===== config.mk =====
export PLATFORM = sky130hd
export DESIGN_NAME = disp_arbiter
export DESIGN_NICKNAME = d
export VERILOG_FILES = /design/src/rtl/disp_arb_pkg.sv /design/src/rtl/disp_arbiter_ms_tick_gen.sv /design/src/rtl/disp_arbiter.sv
export SDC_FILE = /design/constraint.sdc
export NUM_CORES = 1
export LEC_CHECK = 0
export ABC_CLOCK_PERIOD_IN_PS = 2000
export CAP_MARGIN = 5
export CORE_ASPECT_RATIO = 0.8
export CORE_MARGIN = 4
export CORE_UTILIZATION = 30
export CTS_CLUSTER_DIAMETER = 120
export DETAILED_ROUTE_END_ITERATION = 16
export HOLD_SLACK_MARGIN = 0.06
export PLACE_DENSITY = 0.62
export SYNTH_ARGS = -nofsm -noshare
export SYNTH_HDL_FRONTEND = slang
export SYNTH_SLANG_ARGS = --single-unit

===== constraint.sdc =====
create_clock -name clk -period 2 [get_ports clk]
set_input_delay 0.3 -clock clk [delete_from_list [all_inputs] [get_ports clk]]
set_output_delay 0.3 -clock clk [all_outputs]
set_load 0.005 [all_outputs]

===== src/rtl/disp_arb_pkg.sv =====
// Shared types and derived constants for the display arbiter.
// Owner encoding doubles as the FSM state so it can be observed directly.
package disp_arb_pkg;

    typedef enum logic [1:0] {
        OWN_COUNT = 2'd0,
        OWN_EDIT  = 2'd1,
        OWN_ALERT = 2'd2
    } own_e;

    localparam int CLK_HZ_DEF    = 10_000_000;
    localparam int FLASH_HZ_DEF  = 2;
    localparam int MS_DIV        = CLK_HZ_DEF / 1000;
    localparam int FLASH_HALF_MS = 500 / FLASH_HZ_DEF;

    // Per-instance versions of the constants above, for parameterised tops.
    function automatic int ms_div_of(input int clk_hz);
        return clk_hz / 1000;
    endfunction

    function automatic int flash_half_ms_of(input int flash_hz);
        return 500 / flash_hz;
    endfunction

endpackage


===== src/rtl/disp_arbiter_ms_tick_gen.sv =====
// Millisecond prescaler: one-cycle tick every DIV cycles, restartable via clr.
module ms_tick_gen #(
    parameter int DIV = 10_000
) (
    input  logic clk,
    input  logic rst,
    input  logic clr,
    output logic tick
);

    localparam int            W    = $clog2(DIV + 1);
    localparam logic [W-1:0]  LAST = W'(DIV - 1);

    logic [W-1:0] r_cnt;

    always_ff @(posedge clk or negedge rst) begin
        if (!rst) begin
            r_cnt <= '0;
        end else if (clr || (r_cnt == LAST)) begin
            r_cnt <= '0;
        end else begin
            r_cnt <= r_cnt + 1'b1;
        end
    end

    // Tick is taken from the count alone so clr never feeds back into it.
    assign tick = (r_cnt == LAST);

endmodule


===== src/rtl/disp_arbiter.sv =====
// Fixed-priority display owner (ALERT > EDIT > COUNT) with registered outputs.
// ALERT state, flash and alert timer exist only when DISP_ARB_ALERT_EN is defined.
module disp_arbiter
    import disp_arb_pkg::*;
#(
    parameter int CLK_HZ   = 10_000_000,
    parameter int HOLD_MS  = 1000,
    parameter int FLASH_HZ = 2,
    parameter int ALERT_S  = 3
) (
    input  logic       clk,
    input  logic       rst,
    input  logic [3:0] cnt_tens,
    input  logic [3:0] cnt_ones,
    input  logic       edit_p,
    input  logic [3:0] edit_tens,
    input  logic [3:0] edit_ones,
    input  logic       expire_p,
    input  logic       ack_p,
    output logic [3:0] out_tens,
    output logic [3:0] out_ones,
    output logic       out_blank,
    output logic [1:0] owner
);

    localparam int MS_DIV_P = ms_div_of(CLK_HZ);
`ifdef DISP_ARB_ALERT_EN
    localparam int ALERT_MS = ALERT_S * 1000;
    localparam int MS_MAX   = (ALERT_MS > HOLD_MS) ? ALERT_MS : HOLD_MS;
`else
    localparam int MS_MAX   = HOLD_MS;
`endif
    localparam int            MW        = $clog2(MS_MAX + 1);
    localparam logic [MW-1:0] MS_SAT    = MW'(MS_MAX);
    localparam logic [MW-1:0] HOLD_LAST = MW'(HOLD_MS - 1);

    own_e         r_state, w_state_nx;
    logic [3:0]   r_tens, r_ones, w_tens_nx, w_ones_nx;
    logic         r_blank, w_blank_nx;
    logic         w_restart, w_clr, w_tick, w_hold_end;
    logic [MW-1:0] r_ms;

    // Any state entry or timer restart realigns the ms grid to this edge.
    assign w_clr      = (w_state_nx != r_state) || w_restart;
    assign w_hold_end = w_tick && (r_ms == HOLD_LAST);

    ms_tick_gen #(.DIV(MS_DIV_P)) u_tick (
        .clk  (clk),
        .rst  (rst),
        .clr  (w_clr),
        .tick (w_tick)
    );

    always_ff @(posedge clk or negedge rst) begin
        if (!rst) begin
            r_ms <= '0;
        end else if (w_clr) begin
            r_ms <= '0;
        end else if (w_tick && (r_ms != MS_SAT)) begin
            r_ms <= r_ms + 1'b1;
        end
    end

`ifdef DISP_ARB_ALERT_EN
    localparam int            HALF_MS    = flash_half_ms_of(FLASH_HZ);
    localparam int            FW         = $clog2(HALF_MS + 1);
    localparam logic [FW-1:0] FL_LAST    = FW'(HALF_MS - 1);
    localparam logic [MW-1:0] ALERT_LAST = MW'(ALERT_MS - 1);

    logic [FW-1:0] r_fl;
    logic          w_flash_end, w_alert_end;

    assign w_flash_end = w_tick && (r_fl == FL_LAST);
    assign w_alert_end = w_tick && (r_ms == ALERT_LAST);

    always_ff @(posedge clk or negedge rst) begin
        if (!rst) begin
            r_fl <= '0;
        end else if (w_clr || w_flash_end) begin
            r_fl <= '0;
        end else if (w_tick) begin
            r_fl <= r_fl + 1'b1;
        end
    end
`else
    logic w_unused;
    assign w_unused = ^{expire_p, ack_p, FLASH_HZ[0], ALERT_S[0]};
`endif

    always_comb begin
        w_state_nx = r_state;
        w_tens_nx  = r_tens;
        w_ones_nx  = r_ones;
        w_blank_nx = r_blank;
        w_restart  = 1'b0;
        case (r_state)
            OWN_COUNT: begin
                w_tens_nx = cnt_tens;
                w_ones_nx = cnt_ones;
`ifdef DISP_ARB_ALERT_EN
                if (expire_p) begin
                    w_state_nx = OWN_ALERT;
                    w_blank_nx = 1'b0;
                end else
`endif
                if (edit_p) begin
                    w_state_nx = OWN_EDIT;
                    w_tens_nx  = edit_tens;
                    w_ones_nx  = edit_ones;
                end
            end
            OWN_EDIT: begin
`ifdef DISP_ARB_ALERT_EN
                if (expire_p) begin
                    w_state_nx = OWN_ALERT;
                    w_tens_nx  = cnt_tens;
                    w_ones_nx  = cnt_ones;
                    w_blank_nx = 1'b0;
                end else
`endif
                if (edit_p) begin
                    w_restart = 1'b1;
                    w_tens_nx = edit_tens;
                    w_ones_nx = edit_ones;
                end else if (w_hold_end) begin
                    w_state_nx = OWN_COUNT;
                    w_tens_nx  = cnt_tens;
                    w_ones_nx  = cnt_ones;
                end
            end
`ifdef DISP_ARB_ALERT_EN
            OWN_ALERT: begin
                // Ack outranks a coincident expire; edit is ignored here.
                if (ack_p || (!expire_p && w_alert_end)) begin
                    w_state_nx = OWN_COUNT;
                    w_tens_nx  = cnt_tens;
                    w_ones_nx  = cnt_ones;
                    w_blank_nx = 1'b0;
                end else if (expire_p) begin
                    w_restart  = 1'b1;
                    w_blank_nx = 1'b0;
                end else if (w_flash_end) begin
                    w_blank_nx = ~r_blank;
                end
            end
`endif
            default: begin
                w_state_nx = OWN_COUNT;
                w_blank_nx = 1'b0;
            end
        endcase
    end

    always_ff @(posedge clk or negedge rst) begin
        if (!rst) begin
            r_state <= OWN_COUNT;
            r_tens  <= 4'd0;
            r_ones  <= 4'd0;
            r_blank <= 1'b0;
        end else begin
            r_state <= w_state_nx;
            r_tens  <= w_tens_nx;
            r_ones  <= w_ones_nx;
            r_blank <= w_blank_nx;
        end
    end

    assign out_tens  = r_tens;
    assign out_ones  = r_ones;
    assign out_blank = r_blank;
    assign owner     = r_state;

endmodule


After elaboration in Yosys (flattened, before gate mapping)
Cells that the tools add are included.
{"block": "classes", "add_sub_neg": 2, "eq_ne": 6, "mux": 17, "n_reduce_logical": 8}
{"cell": "two-way mux 4 bit", "count": 6}
{"cell": "two-way mux 10 bit", "count": 2}
{"cell": "one-hot mux 4 bit (2 select lines)", "count": 2}
{"cell": "adder 14 x 1 -> 14 bit, second input constant", "count": 1}
{"cell": "== test 14 bit, second input constant", "count": 1}
{"cell": "two-way mux 14 bit", "count": 1}
{"cell": "adder 10 x 1 -> 10 bit, second input constant", "count": 1}
{"cell": "== test 10 bit, second input constant", "count": 1}
{"cell": "!= test 10 bit, second input constant", "count": 1}
{"cell": "two-way mux 2 bit", "count": 3}
{"cell": "one-hot mux 2 bit (2 select lines)", "count": 1}
{"cell": "nonzero test 2 bit", "count": 2}
{"cell": "!= test 3 bit, second input constant", "count": 1}
{"cell": "== test 2 x 1 -> 1 bit, second input constant", "count": 1}
{"cell": "logical AND 1 bit", "count": 2}
{"cell": "zero test 2 bit", "count": 1}
{"cell": "logical OR 1 bit", "count": 2}
{"cell": "two-way mux 1 bit", "count": 2}
{"cell": "!= test 2 bit", "count": 1}
{"cell": "AND reduction 2 bit", "count": 1}
{"block": "word_totals", "ff_bits": 34, "out_inout_bits": 11, "elab_cells": 38}

Logic depth before layout (Yosys ltp)
Gate-level depths: netlist of the first run.
{"block": "depth", "ltp_word": 9, "mapped_depth": 7}

By module
From an unflattened synthesis of the first run, not the netlist that was laid out.
{"block": "unflattened", "cells_unflattened": 161, "area_unflattened_um2": 1741.7}
{"module": "disp_arbiter", "n_inst": 1, "cells_per_inst": 91, "area_per_inst_um2": 1019.7, "seq_area_each_um2": 500.5}
{"module": "ms_tick_gen", "n_inst": 1, "cells_per_inst": 70, "area_per_inst_um2": 721.9, "seq_area_each_um2": 350.3}

Worst setup path before layout of the first run
Ideal clock, no wire load.
{"block": "synth_path", "path_type": "reg-to-reg", "startpoint": "register u_tick.r_cnt[0]", "endpoint": "register r_ones[0], in the netlist out_ones[0]", "arrival_ns": 1.694, "path_slack_ns": 0.212, "path_stages_with_launch": 8, "n_path_buf": 1, "synth_period_minus_slack_ns": 1.788, "cell_sequence": "dfrtp_1 > ha_1 > and3_1 > buf_2 > and4b_4 > nand3_4 > a31o_4 > a221oi_2"}
{"block": "synth_via", "elab_chain_cells": 4}
{"item": "from (decl)", "line_no": "disp_arbiter_ms_tick_gen.sv:14", "rtl": "logic [W-1:0] r_cnt;"}
{"item": "from (signal assigned)", "line_no": "disp_arbiter_ms_tick_gen.sv:22", "rtl": "r_cnt <= r_cnt + 1'b1;"}
{"item": "== test 14 bit", "line_no": "disp_arbiter_ms_tick_gen.sv:27", "rtl": "assign tick = (r_cnt == LAST);"}
{"item": "logical AND 1 bit", "line_no": "disp_arbiter.sv:45", "rtl": "assign w_hold_end = w_tick && (r_ms == HOLD_LAST);"}
{"item": "!= test 3 bit (no source line)"}
{"item": "AND reduction 2 bit (no source line)"}
{"item": "to (signal assigned)", "line_no": "disp_arbiter.sv:163", "rtl": "r_ones <= w_ones_nx;"}
{"item": "to (decl)", "line_no": "disp_arbiter.sv:38", "rtl": "logic [3:0] r_tens, r_ones, w_tens_nx, w_ones_nx;"}
No other way between the ends.
A chain may end at the register's enable or synchronous reset.

Worst setup path in the final report of the first run
{"block": "layout_path", "startpoint": "register u_tick.r_cnt[5]", "endpoint": "register r_ones[2], in the netlist out_ones[2]"}
The elaborated chain is that of the path after synthesis.

==> impl_metrics.csv, run 1 <==
group,metric,value,unit
timing,min_period_over_period,95.4,%
cts,cts_tree,"yes",
critical_path,cp_cell_sequence,"nor4b_4 -> and4b_4 -> nand3_4 -> a31o_4 -> a221oi_2",
critical_path,worst_r2r_endpoint,"out_ones[2]",
critical_path,arrival,2.10,ns
global_route,antenna_found_initial,0,
cts,path_clk_slew,0.07,ns
timing,period_minus_slack,1.91,ns
routing,wl_per_cell,11.8,um
floorplanning,die_x,94.3,um
synth,yosys.area.top_type,"dfrtp_1",
placement,numPortBuffers,28,
synth,yosysMostFrequentCell,"nor2_1",
synth,synth_top_area_share,47.6,%
critical_path,r2r_setup_slack,0.09,ns
timing,rsz0062_at_grt,"false",
routing,dr_wl_met3,91,um
synth,synthSimpleGateAreaFrac,25.9,%
routing,routed_wl,3.45,mm
cts,cts.sinks,34,
synth,ys_top_cells_by_count,"44 x nor2_1, 34 x dfrtp_1, 14 x nand2_1, 12 x inv_1, 11 x xnor2_1",
timing,finClkSkew,0.0119,ns
placement,gp_congestion,0.750,
floorplanning,rows,24,
cts,root_buffer,"clkbuf_8",
critical_path,slowest_delay,0.44,ns
routing,drt-pass1-iter-count,4,
synth,synthFlopType,"dfrtp_1",
cells_and_area,drive_above_1_share,14.9,%
pwr,vdd_drop_max,0.260,mV
worst_hold_path,min_path_type,"input port to asynchronous set/reset pin",
critical_path,crit_path_start_kind,"flip-flop",
timing,tns,0,ns
routing,vias,1303,
synth,netlist_area,0.00179,mm^2
floorplanning,core,0.00562,mm^2
global_route,grt_overflow,0,
cells_and_area,area_growth,27.7,%
routing,post_drt_via_cell_ratio,4.45,
synth,ys_seq_area_share,47.6,%
global_route,grt_pass1_vias,1357,
global_route,track_usage,10.7,%
cells_and_area,fin_area,0.00228,mm^2
floorplanning,ioPinCount,32,
cells_and_area,nets,238,
synth,yosysUniqueCellTypes,35,
global_route,grt_pass1_wl,6.24,mm
synth,synth-async-reset-ratio,100,%
floorplanning,die_y,77.1,um
floorplanning,dieArea,0.00727,mm^2
synth,synth_edf_count,0,
critical_path,r2r.worst_path.cells,5,
critical_path,crit_path_max_fanout,8,
routing,wl_met1,1.74,mm
cells_and_area,diodes,0,
synth,syn_area_per_cell,10.1,um^2
critical_path,crit_end,"out_ones[2]",
pwr,p_leak,0.000944,uW
synth,ys_warn_count,0,
synth,synth_top_family_by_area,"simple AND/OR/NAND/NOR gates",
synth,synth-xor-area-share,9.30,%
flow_run,max_cap_violations,0,
routing,detail-route-antenna-nets,0,
timing,slew_viol_final,0,
critical_path,critPathSlowestCell,"dfrtp_1",
placement,dp_slack,0.0629,ns
cts,ctsHoldBuffers,0,
global_route,grt_start_max_net_pins,35,
cts,cts_buffer_depth,2,
outcome,status,"finished, final reports clean",
cts,numCtsBuffers,5,
synth,synthAdderAreaFrac,2.10,%
synth,synth-seq-cells,34,
timing,fmax,524,MHz
synth,synthTopCellsByArea,"dfrtp_1 48%, nor2_1 9.2%, a221oi_2 6.7%, xnor2_1 5.4%, xor2_1 3.9%",
cts,clk_latency,0.29,ns
routing,drc,0,
critical_path,critPathLaunch,"u_tick.r_cnt[5]",
critical_path,worstPathRequired,2.19,ns
critical_path,setup.worst_path.class,"flip-flop to flip-flop",
critical_path,critPathCaptureType,"flip-flop",
timing,final-setup-viol-count,0,
synth,synthMuxAreaShare,0.559,%
pwr,p_per_area,629,mW/mm^2
placement,placed_area,0.00218,mm^2
critical_path,reg2reg_from,"u_tick.r_cnt[5]",
synth,synthCells,177,
synth,synth_compound_area_share,10.5,%
floorplanning,initial_core_util,31.9,%
cts,htree_levels,2,
timing,worst_slack,0.0929,ns
routing,met2WireLength,1.56,mm
routing,highest-signal-layer,"met4",
routing,drt_iter0_drc,36,
timing,hold_violations,0,
placement,hpwl,2.58,mm
registers in the layout, summed over array words and instances (netlist names):
name and count:
out_ones 4, out_tens 4, owner 2, r_ms 10, u_tick.r_cnt 14
worst min path at each step:
stage	start	slack (ns)	depth (start not counted)	to
after floorplan	rst	0.004	0	out_ones[0]
after global placement	u_tick.r_cnt[0]	0.44	1	u_tick.r_cnt[0]
after detailed placement	u_tick.r_cnt[0]	0.45	1	u_tick.r_cnt[0]
after CTS	rst	0.43	2	r_ms[4]
after global routing	rst	0.46	2	r_ms[4]
final	rst	0.42	2	owner[1]
metal layers:
| metal | track usage [%] | up-vias |
|---|---|---|
| li1 | - | 668 |
| met1 | 14.5 | 615 |
| met2 | 16.4 | 12 |
| met3 | 2.94 | 8 |
| met4 | 3.90 | 0 |
| met5 | 0 | - |
cells by family after synthesis:
kind of cell	Yosys count
AO/OA/AOI/OAI	16
XOR/XNOR	19
adder cells (fa/ha/maj)	3
buffers and inverters	17
flip-flops	34
multiplexers	1
other	1
AND/OR/NAND/NOR	86
cell usage in the layout, fill, tap and decap left out, types with 6 or more instances in the layout:
| cell type | Yosys | routed |
|---|---|---|
| a221oi_2 | 8 | 8 |
| inv_1 | 12 | 12 |
| nor2_1 | 44 | 44 |
| nand2_1 | 14 | 14 |
| xnor2_1 | 11 | 11 |
| buf_4 | 1 | 6 |
| clkbuf_8 | 0 | 6 |
| dfrtp_1 | 34 | 34 |
| xor2_1 | 8 | 8 |
| clkdlybuf4s50_1 | 0 | 28 |
stage by stage:
stage	hold slack (ns)	instances	util (%)	total power (uW)
6_report	0.415	293	40.7	1440
4_1_cts	0.431	292	40.5	1450
3_3_place_gp	0.441	284	38.9	933
3_5_place_dp	0.451	284	38.9	935
5_1_grt	0.457	293	40.7	1500
2_1_floorplan	0.00441	178	-	819
layout make-up:
cell class | count | area, um^2
Clock buffer | 7 | 86.3
Timing Repair Buffer | 34 | 325
Inverter | 12 | 45.0
Clock inverter | 1 | 5.00
Multi-Input combinational cell | 127 | 875
Fill cell | 562 | 3330
Tap cell | 78 | 97.6
Sequential cell | 34 | 851
power by group:
group / switching (uW) / internal [uW] / total, uW
registers: 17.1 / 713 / 730
logic: 79.1 / 108 / 188
clock network: 241 / 278 / 518
total: 337 / 1100 / 1440
critical path: cells and delay by family, from the launching register on:
family | cells | cell delay (ns)
AOI/OAI and AO/OA | 2 | 0.61
and+or+nand+nor | 3 | 0.76
DFF | 1 | 0.44
what timing repair did:
item                       in CTS  in global routing
setup endpoints to repair       0                  8
buffers inserted                0                  1
resized for setup               0                  1
Power figures use the tool's default switching activity.
==> run 2, diff against run 1 <==
--- a/config.mk
+++ b/config.mk
@@ -5,7 +5,7 @@
 export SDC_FILE = /design/constraint.sdc
 export NUM_CORES = 1
 export LEC_CHECK = 0
-export ABC_CLOCK_PERIOD_IN_PS = 2000
+export ABC_CLOCK_PERIOD_IN_PS = 2190
 export CAP_MARGIN = 5
 export CORE_ASPECT_RATIO = 0.8
 export CORE_MARGIN = 4
==> constraint.sdc (replaced) <==
create_clock -name clk -period 2.19 [get_ports clk]
set_input_delay 0.3285 -clock clk [delete_from_list [all_inputs] [get_ports clk]]
set_output_delay 0.3285 -clock clk [all_outputs]
set_load 0.005 [all_outputs]
==> impl_metrics.csv, run 2 (synthesis results as in run 1) <==
group,metric,value,unit
floorplanning,initial_core_util,31.9,%
pwr,p_leak,0.000914,uW
floorplanning,die_x,94.3,um
pwr,p_per_area,568,mW/mm^2
timing,tns,0,ns
global_route,grt_pass1_wl,6.22,mm
timing,finClkSkew,0.00803,ns
placement,dp_cells,281,
timing,rsz0062_at_grt,"false",
worst_hold_path,min_path_type,"input port to asynchronous set/reset pin",
cts,cts.sinks,34,
floorplanning,ioPinCount,32,
routing,drt_iter0_drc,58,
placement,dp_slack,0.259,ns
critical_path,crit_path_max_fanout,8,
routing,detail-route-antenna-nets,0,
floorplanning,dieArea,0.00727,mm^2
global_route,grt_use_met2,16.1,%
global_route,use_met3,2.94,%
critical_path,r2r.worst_path.cells,6,
global_route,met1_usage,14.4,%
flow_run,max_cap_violations,0,
critical_path,critPathSlowestCell,"dfrtp_1",
timing,final-setup-viol-count,0,
routing,vias,1300,
cells_and_area,largest-register,"u_tick.r_cnt",
floorplanning,rows,24,
global_route,track_usage,10.7,%
critical_path,r2r_setup_slack,0.25,ns
cells_and_area,diodes,0,
cells_and_area,nets,234,
critical_path,arrival,2.13,ns
routing,routed_wl,3.52,mm
cells_and_area,fillers,578,
critical_path,worst_r2r_endpoint,"out_tens[3]",
timing,slew_viol_final,0,
critical_path,cp_cell_sequence,"ha_1 -> and3_1 -> and4b_4 -> nand3_4 -> a31o_4 -> a221oi_2",
floorplanning,core,0.00562,mm^2
outcome,status,"finished, final reports clean",
global_route,grt_start_max_net_pins,35,
critical_path,reg2reg_from,"u_tick.r_cnt[0]",
timing,period_minus_slack,1.94,ns
cts,root_buffer,"clkbuf_8",
cells_and_area,largest_register_ffs,14,
placement,gp_congestion,0.752,
critical_path,worstPathRequired,2.38,ns
global_route,busiest_layer,"met2",
cts,cts_buffer_depth,2,
floorplanning,die_y,77.1,um
critical_path,slowest_delay,0.37,ns
global_route,grt_overflow,0,
pwr,p_total,1270,uW
critical_path,crit_path_start_kind,"flip-flop",
cts,ctsHoldBuffers,0,
routing,wl_per_cell,12.2,um
timing,worst_slack,0.254,ns
cts,clk_latency,0.29,ns
routing,drt-pass1-iter-count,4,
cells_and_area,area_growth,25.1,%
placement,numPortBuffers,28,
cells_and_area,final_common_cell,"nor2_1",
cts,path_clk_slew,0.06,ns
cells_and_area,reg.largest.list,"u_tick.r_cnt (14), r_ms (10)",
cts,post_cts_buffers,0,
routing,drc,0,
placement,hpwl,2.52,mm
cells_and_area,layout.cells.non_filler,288,
cts,cts_resized,0,
timing,min_period_over_period,88.4,%
cts,htree_levels,2,
global_route,antenna_found_initial,0,
timing,whs,0.446,ns
critical_path,critPathCaptureType,"flip-flop",
critical_path,setup.worst_path.class,"flip-flop to flip-flop",
routing,post_drt_via_cell_ratio,4.51,
cells_and_area,drive_above_1_share,11.9,%
cts,cts_tree,"yes",
cells_and_area,layout_common_cells,"44 x nor2_1, 34 x dfrtp_1, 28 x clkdlybuf4s50_1",
pwr,vdd_drop_max,0.327,mV
cts,numCtsBuffers,5,
timing,hold_violations,0,
timing,fmax,516,MHz
global_route,grt_pass1_vias,1337,
-- run 2: cell types whose count changed in the layout (fill, tap and decap cells not counted), sizes merged --
cell | before | now
clkinv | 1 | 0
buf | 6 | 2
-- run 2: cell type report --
class                           instances  area [um^2]  share of cell area (%)
Tap cell                               78         97.6                    4.36
Sequential cell                        34          851                    38.0
Timing Repair Buffer                   30          295                    13.2
Inverter                               12         45.0                    2.01
Clock buffer                            7         76.3                    3.41
Multi-Input combinational cell        127          873                    39.0
-- run 2: metrics by stage --
step | area (um^2) | utilization (%)
after global routing | 2240 | 39.9
after global placement | 2160 | 38.5
after detailed placement | 2160 | 38.5
after floorplan | 1790 | -
final | 2240 | 39.9
after CTS | 2240 | 39.9
-- run 2: worst max path at each step --
stage,startpoint,end,slack [ns],cells after the start
global route,u_tick.r_cnt[0],out_ones[0],0.15,6
global placement,u_tick.r_cnt[5],out_ones[2],0.29,5
CTS,u_tick.r_cnt[0],out_tens[3],0.24,6
finish,u_tick.r_cnt[0],out_tens[3],0.25,6
floorplan,u_tick.r_cnt[0],out_ones[0],0.40,7
detailed placement,u_tick.r_cnt[0],out_tens[3],0.26,6
-- run 2: layer usage --
layer	share of wire, %	routed length [um]
met5	0	0
met3	3.2	113
met2	45	1600
met4	2.0	72
met1	49	1730
-- run 2: where the power goes --
group | switching (uW) | leakage [uW] | internal (uW)
registers | 15.8 | 0.000446 | 652
logic | 72.4 | 0.000430 | 98.0
clock network | 214 | 0.0000383 | 219
total | 302 | 0.000914 | 968
-- run 2: worst max-delay path, delay by kind of cell, from the launching register on --
family,cells,cell delay (ns)
adder cells (fa/ha/maj),1,0.19
AO/OA/AOI/OAI,2,0.61
AND/OR/NAND/NOR,3,0.67
flip-flops,1,0.37
